[config.mk]
export PLATFORM = sky130hd
export DESIGN_NAME = itof_pipe_flat
export DESIGN_NICKNAME = d
export VERILOG_FILES = /design/src/rtl/itof_pipe_pkg.sv /design/src/rtl/itof_pipe_if.sv /design/src/rtl/itof_pipe_lzc.sv /design/src/rtl/itof_pipe.sv /design/src/flat_wrapper.sv
export SDC_FILE = /design/constraint.sdc
export NUM_CORES = 1
export LEC_CHECK = 0
export ABC_CLOCK_PERIOD_IN_PS = 24000
export CORE_UTILIZATION = 43
export DETAILED_ROUTE_END_ITERATION = 6
export PLACE_DENSITY = 0.66
export SLEW_MARGIN = 20
export SYNTH_ARGS = -nofsm -noshare
export SYNTH_HDL_FRONTEND = slang
export SYNTH_SLANG_ARGS = --single-unit
[constraint.sdc]
create_clock -name clk -period 24 [get_ports clk]
set_input_delay 4.8 -clock clk [delete_from_list [all_inputs] [get_ports clk]]
set_output_delay 4.8 -clock clk [all_outputs]
set_load 0.02 [all_outputs]
[src/rtl/itof_pipe_pkg.sv]
// fpu_pkg: shared single-precision constants, result layout and
// the round-to-nearest-even increment decision.
package fpu_pkg;

  localparam int EXP_BIAS = 127;
  localparam int MANT_W   = 23;
  localparam int EXP_W    = 8;

  typedef struct packed {
    logic              sign;
    logic [EXP_W-1:0]  exp;
    logic [MANT_W-1:0] mant;
  } float_t;

  function automatic logic rne_inc(
    input logic lsb,
    input logic g,
    input logic r,
    input logic s
  );
    return g & (r | s | lsb);
  endfunction

endpackage

[src/rtl/itof_pipe_if.sv]
// itof_pipe_if: operand/result valid-ready bundle.
// master = producer/consumer side, slave = converter side.
interface itof_pipe_if #(
  parameter int IN_W = 32
);
  logic            in_valid;
  logic            in_ready;
  logic [IN_W-1:0] in_data;
  logic            in_unsigned;
  logic            out_valid;
  logic            out_ready;
  logic [31:0]     out_data;
  logic            out_inexact;

  modport master (
    output in_valid, in_data, in_unsigned, out_ready,
    input  in_ready, out_valid, out_data, out_inexact
  );

  modport slave (
    input  in_valid, in_data, in_unsigned, out_ready,
    output in_ready, out_valid, out_data, out_inexact
  );
endinterface

[src/rtl/itof_pipe_lzc.sv]
// lzc: combinational leading-zero counter.
// d: operand; cnt: zeros above the first set bit (WIDTH if d == 0).
module lzc #(
  parameter int WIDTH = 32,
  parameter int CW    = $clog2(WIDTH + 1)
) (
  input  logic [WIDTH-1:0] d,
  output logic [CW-1:0]    cnt
);
  logic found;

  always_comb begin
    cnt   = '0;
    found = 1'b0;
    for (int i = WIDTH - 1; i >= 0; i--) begin
      if (!found) begin
        if (d[i]) found = 1'b1;
        else      cnt   = cnt + 1'b1;
      end
    end
  end
endmodule

[src/rtl/itof_pipe.sv]
// itof_pipe: 3-stage integer to IEEE-754 single converter, RNE.
// Ports: clk, rstn (async low), io (itof_pipe_if.slave handshake).
module itof_pipe
  import fpu_pkg::*;
#(
  parameter int IN_W  = 32,
  parameter int OUT_W = 32
) (
  input  logic       clk,
  input  logic       rstn,
  itof_pipe_if.slave io
);
  localparam int LW = $clog2(IN_W + 1);
  localparam int FW = IN_W + 24;

  if (OUT_W != 32 || IN_W < 8 || IN_W > 64) begin : g_bad_cfg
    $error("itof_pipe: OUT_W must be 32, IN_W 8..64");
  end

  logic adv;
  logic s1_valid, s2_valid, s3_valid;

  // Single global enable: bubbles hold too.
  assign adv         = !s3_valid || io.out_ready;
  assign io.in_ready = adv;

  // S1: sign and magnitude
  logic            in_sign;
  logic            s1_sign;
  logic [IN_W-1:0] s1_mag;

  assign in_sign = !io.in_unsigned && io.in_data[IN_W-1];

  always_ff @(posedge clk or negedge rstn) begin
    if (!rstn) begin
      s1_valid <= 1'b0;
      s1_sign  <= 1'b0;
      s1_mag   <= '0;
    end else if (adv) begin
      s1_valid <= io.in_valid;
      s1_sign  <= in_sign;
      s1_mag   <= in_sign ? -io.in_data : io.in_data;
    end
  end

  // S2: normalise
  logic [LW-1:0]    lz;
  logic [IN_W-1:0]  shifted;
  logic             s2_sign;
  logic             s2_zero;
  logic [EXP_W-1:0] s2_exp;
  logic [IN_W-2:0]  s2_frac;

  lzc #(.WIDTH(IN_W)) u_lzc (
    .d   (s1_mag),
    .cnt (lz)
  );

  assign shifted = s1_mag << lz;

  // The hidden bit is set after normalising iff mag != 0.
  always_ff @(posedge clk or negedge rstn) begin
    if (!rstn) begin
      s2_valid <= 1'b0;
      s2_sign  <= 1'b0;
      s2_zero  <= 1'b0;
      s2_exp   <= '0;
      s2_frac  <= '0;
    end else if (adv) begin
      s2_valid <= s1_valid;
      s2_sign  <= s1_sign;
      s2_zero  <= !shifted[IN_W-1];
      s2_exp   <= EXP_W'(EXP_BIAS + IN_W - 1 - int'(lz));
      s2_frac  <= shifted[IN_W-2:0];
    end
  end

  // S3: round and pack
  // Zero padding makes G/R/S vanish for narrow operands.
  logic [FW-1:0]     ext;
  logic [MANT_W-1:0] mant;
  logic              g, r, st, inc;
  logic [MANT_W:0]   mant_r;
  float_t            res;
  logic [31:0]       s3_data;
  logic              s3_inex;

  assign ext    = {s2_frac, 25'd0};
  assign mant   = ext[FW-1 -: MANT_W];
  assign g      = ext[FW-24];
  assign r      = ext[FW-25];
  assign st     = |ext[FW-26:0];
  assign inc    = rne_inc(mant[0], g, r, st);
  assign mant_r = {1'b0, mant} + {{MANT_W{1'b0}}, inc};

  always_comb begin
    res = '0;
    if (!s2_zero) begin
      res.sign = s2_sign;
      res.exp  = s2_exp + EXP_W'(mant_r[MANT_W]);
      res.mant = mant_r[MANT_W-1:0];
    end
  end

  always_ff @(posedge clk or negedge rstn) begin
    if (!rstn) begin
      s3_valid <= 1'b0;
      s3_data  <= '0;
      s3_inex  <= 1'b0;
    end else if (adv) begin
      s3_valid <= s2_valid;
      s3_data  <= res;
      s3_inex  <= g | r | st;
    end
  end

  assign io.out_valid   = s3_valid;
  assign io.out_data    = s3_data;
  assign io.out_inexact = s3_inex;
endmodule

[src/flat_wrapper.sv]
// flat-port wrapper written by rule: the top's interface ports become plain ports
module itof_pipe_flat import fpu_pkg::*;
#(
  parameter int IN_W  = 32,
  parameter int OUT_W = 32
)
  (clk, rstn, io_in_valid, io_in_data, io_in_unsigned, io_out_ready, io_in_ready, io_out_valid, io_out_data, io_out_inexact);
  itof_pipe_if #(.IN_W(IN_W)) io_i ();
  input  logic clk;
  input  logic rstn;
  input wire logic [$bits(io_i.in_valid)-1:0] io_in_valid;
  input wire logic [$bits(io_i.in_data)-1:0] io_in_data;
  input wire logic [$bits(io_i.in_unsigned)-1:0] io_in_unsigned;
  input wire logic [$bits(io_i.out_ready)-1:0] io_out_ready;
  output wire logic [$bits(io_i.in_ready)-1:0] io_in_ready;
  output wire logic [$bits(io_i.out_valid)-1:0] io_out_valid;
  output wire logic [$bits(io_i.out_data)-1:0] io_out_data;
  output wire logic [$bits(io_i.out_inexact)-1:0] io_out_inexact;
  assign io_i.in_valid = io_in_valid;
  assign io_i.in_data = io_in_data;
  assign io_i.in_unsigned = io_in_unsigned;
  assign io_i.out_ready = io_out_ready;
  assign io_in_ready = io_i.in_ready;
  assign io_out_valid = io_i.out_valid;
  assign io_out_data = io_i.out_data;
  assign io_out_inexact = io_i.out_inexact;
  itof_pipe #(.IN_W(IN_W), .OUT_W(OUT_W)) u_core (.clk(clk), .rstn(rstn), .io(io_i));
endmodule
==> flow_metrics.env <==
export IMPL_place_congestion=0.936
export IMPL_end_kind="flop"
export IMPL_dieArea_um2=24800
export IMPL_cpMostUsedCell="ha_1"
export IMPL_rsz0062_at_grt="no"
export IMPL_yosysWarningCount=0
export IMPL_synth_edf_count=0
export IMPL_num_fill_cells=2341
export IMPL_core_um2=23500
export IMPL_drc=0
export IMPL_final_common_cell="nand2_1"
export IMPL_vias=9371
export IMPL_rows=56
export IMPL_cts_sinks=110
export IMPL_crit_type="flop to flop"
export IMPL_start_util=0.441
export IMPL_min_delay_start="u_core.s2_valid$_DFFE_PN0P_"
export IMPL_overflow=0
export IMPL_antenna_cells=0
export IMPL_ios=72
export IMPL_ys_seq_area_frac=0.265
export IMPL_crit_slowest_cell="clkinv_1"
export IMPL_p_leak_nw=4.74
export IMPL_r2r_start="u_core.s1_mag[30]$_DFFE_PN0P_"
export IMPL_status="completed"
export IMPL_post_cts_setup_buffer_count=0
export IMPL_avgSynthCellArea_um2=7.76
export IMPL_die_w_um=157
export IMPL_period_minus_slack_ns=21.71
export IMPL_areaGrowthSynthToFinish_pct=12.3
export IMPL_max_vdd_ir_drop_mv=0.0388
export IMPL_top_layer_used="met4"
export IMPL_synth_cell_types=80
export IMPL_min_period_over_period=0.905
export IMPL_cts_resized=0
export IMPL_startpoint_type="flop"
export IMPL_holdPathStages=2
export IMPL_dr_pass1_iters=5
export IMPL_synth_cells=1338
export IMPL_setup_violations_final=0
export IMPL_hold_path_end="u_core.s2_valid$_DFFE_PN0P_"
export IMPL_synth_top_area_share=0.265
export IMPL_skew_ns=0.00997
export IMPL_reg2reg_depth=111
export IMPL_layout_drive_gt1_share=0.0617
export IMPL_holdWs_ns=0.464
export IMPL_reg2reg_slack_ns=2.29
export IMPL_drt_iter0_drc=672
export IMPL_cts_buffers=9
export IMPL_drv_cap=0
export IMPL_wl_met2_um=12100
export IMPL_routed_wl_um=26800
export IMPL_clkTransAtPathRegs_ns=0.09
export IMPL_syn_nets=1409
export IMPL_cp_max_fo=24
export IMPL_p_per_area_nw_per_um2=105
export IMPL_max_freq_mhz=46.1
export IMPL_fin_nets=1428
export IMPL_grtUsageTotal=0.225
export IMPL_slew_viol_final=0
export IMPL_avgViaCountPerCell=5.57
export IMPL_met1_length_um=13300
export IMPL_wire_per_inst_um=15.9
export IMPL_wl_met3_um=884
export IMPL_synth_async_reset_ratio=1.00
export IMPL_tightest_slew_ns=0.901
export IMPL_relSlewSlack=0.398
export IMPL_final_cell_mix="230 x nand2_1, 126 x o21ai_0, 113 x nor2_1"
export IMPL_io_buffers=71
export IMPL_netlist_area_um2=10400
export IMPL_hpwl_um=20500
export IMPL_grt_pass1_wl_um=44500
export IMPL_crit_required_ns=24.22
export IMPL_final_setup_tns_ns=0
export IMPL_clkLatencyLatePin_ns=0.37
export IMPL_cp_startpoint="u_core.s1_mag[30]$_DFFE_PN0P_"
export IMPL_p_total_mw=1.23
export IMPL_drtAntennaViolNets=0
export IMPL_grt_pass1_vias=8843
export IMPL_cts_tree="yes"
export IMPL_synth_area_top_cells="dfrtp_1 27%, nand2_1 8.3%, mux2i_1 6.6%"
export IMPL_timing_rr_end="u_core.s2_frac[30]$_DFFE_PN0P_"
export IMPL_antenna_found_initial=0
export IMPL_root_buffer="clkbuf_16"
export IMPL_die_h_um=157
export IMPL_hold_buffers=0
export IMPL_seq_area_um2=2750
export IMPL_multi_input_area_um2=7270
export IMPL_hold_violations=0
export IMPL_synth_main_ff_cell="dfrtp_1"
export IMPL_synth_area_leader_cell="dfrtp_1"
export IMPL_grt_start_max_net_pins=77
export IMPL_worstPathArrival_ns=21.93
export IMPL_hp_class="flop to flop"
export IMPL_h_tree_depth=3
export IMPL_cts_buffer_depth=2
export IMPL_ys_seq_elements=110
export IMPL_max_stage_delay_ns=0.91
## logic make-up (layout without fill, tap and decap cells)
| logic type | after synthesis | in the layout | share of synthesized area |
|---|---|---|---|
| xor gates and xnor gates | 142 | 142 | 0.140 |
| and+or+nand+nor | 551 | 551 | 0.249 |
| DFF | 110 | 110 | 0.265 |
| muxes | 79 | 79 | 0.0786 |
| buffers and inverters | 107 | 131 | 0.0421 |
| adders and majority gates | 34 | 34 | 0.0410 |
| AOI/OAI and AO/OA | 315 | 315 | 0.184 |
## final cells by class
cell class,count,area share
clock buffer,9,0.0193
clock inverter,7,0.00773
timing repair buffer,83,0.0685
inverter,32,0.0104
tap,319,0.0342
multi-input combinational,1121,0.624
sequential,110,0.236
## registers in the layout (all words and copies together), names as in the netlist
register and cells:
u_core.io.out_data 32, u_core.io.out_inexact 1, u_core.io.out_valid 1, u_core.s1_mag 32
u_core.s1_sign 1, u_core.s1_valid 1, u_core.s2_exp 8, u_core.s2_frac 31
u_core.s2_sign 1, u_core.s2_valid 1, u_core.s2_zero 1
## synthesized netlist by cell type, types with 23 or more instances
master,number
nand2_1,230
o21ai_0,126
nor2_1,113
dfrtp_1,110
a21oi_1,74
mux2i_1,68
xnor2_1,68
xor2_1,56
clkbuf_1,54
nor3_1,41
nand3_1,35
ha_1,34
inv_1,30
a22oi_1,23
## per-layer routing
metal | GRT usage | vias to the layer above
met4 | 0.0601 | 0
met3 | 0.0292 | 31
li1 | - | 4742
met2 | 0.363 | 179
met5 | 0 | -
met1 | 0.316 | 4419
## worst max-delay path by stage
stage / endpoint / slack (ns) / depth (start not counted)
floorplan: u_core.s2_frac[30]$_DFFE_PN0P_ / 5.27 / 113
global placement: u_core.s2_frac[30]$_DFFE_PN0P_ / 3.29 / 111
detailed placement: u_core.s2_frac[30]$_DFFE_PN0P_ / 2.42 / 111
CTS: u_core.s2_frac[25]$_DFFE_PN0P_ / 2.32 / 111
global route: u_core.s2_frac[30]$_DFFE_PN0P_ / 0.28 / 111
finish: u_core.s2_frac[30]$_DFFE_PN0P_ / 2.29 / 111
## report_power, final
| part | switching (mW) | internal (mW) |
|---|---|---|
| Clock | 0.0832 | 0.0753 |
| Sequential | 0.0835 | 0.257 |
| Combinational | 0.428 | 0.302 |
## metrics by stage
stage	instances	setup WS, ns	area (um^2)	utilization
2_1_floorplan	1338	5.27	10400	-
3_3_place_gp	1665	3.29	11300	0.480
3_5_place_dp	1665	2.42	11300	0.481
4_1_cts	1681	2.32	11600	0.494
5_1_grt	1681	0.278	11700	0.495
6_report	1681	2.29	11700	0.495
## critical path, delay by kind of cell (launching register included)
kind	cells	cell delay, ns
compound gates	34	5.78
fa+ha+maj	29	9.04
buf+inv	6	1.31
flops	1	0.44
mux	14	2.32
simple gates	28	2.66
Note: power is estimated with default switching activity, not from simulation.
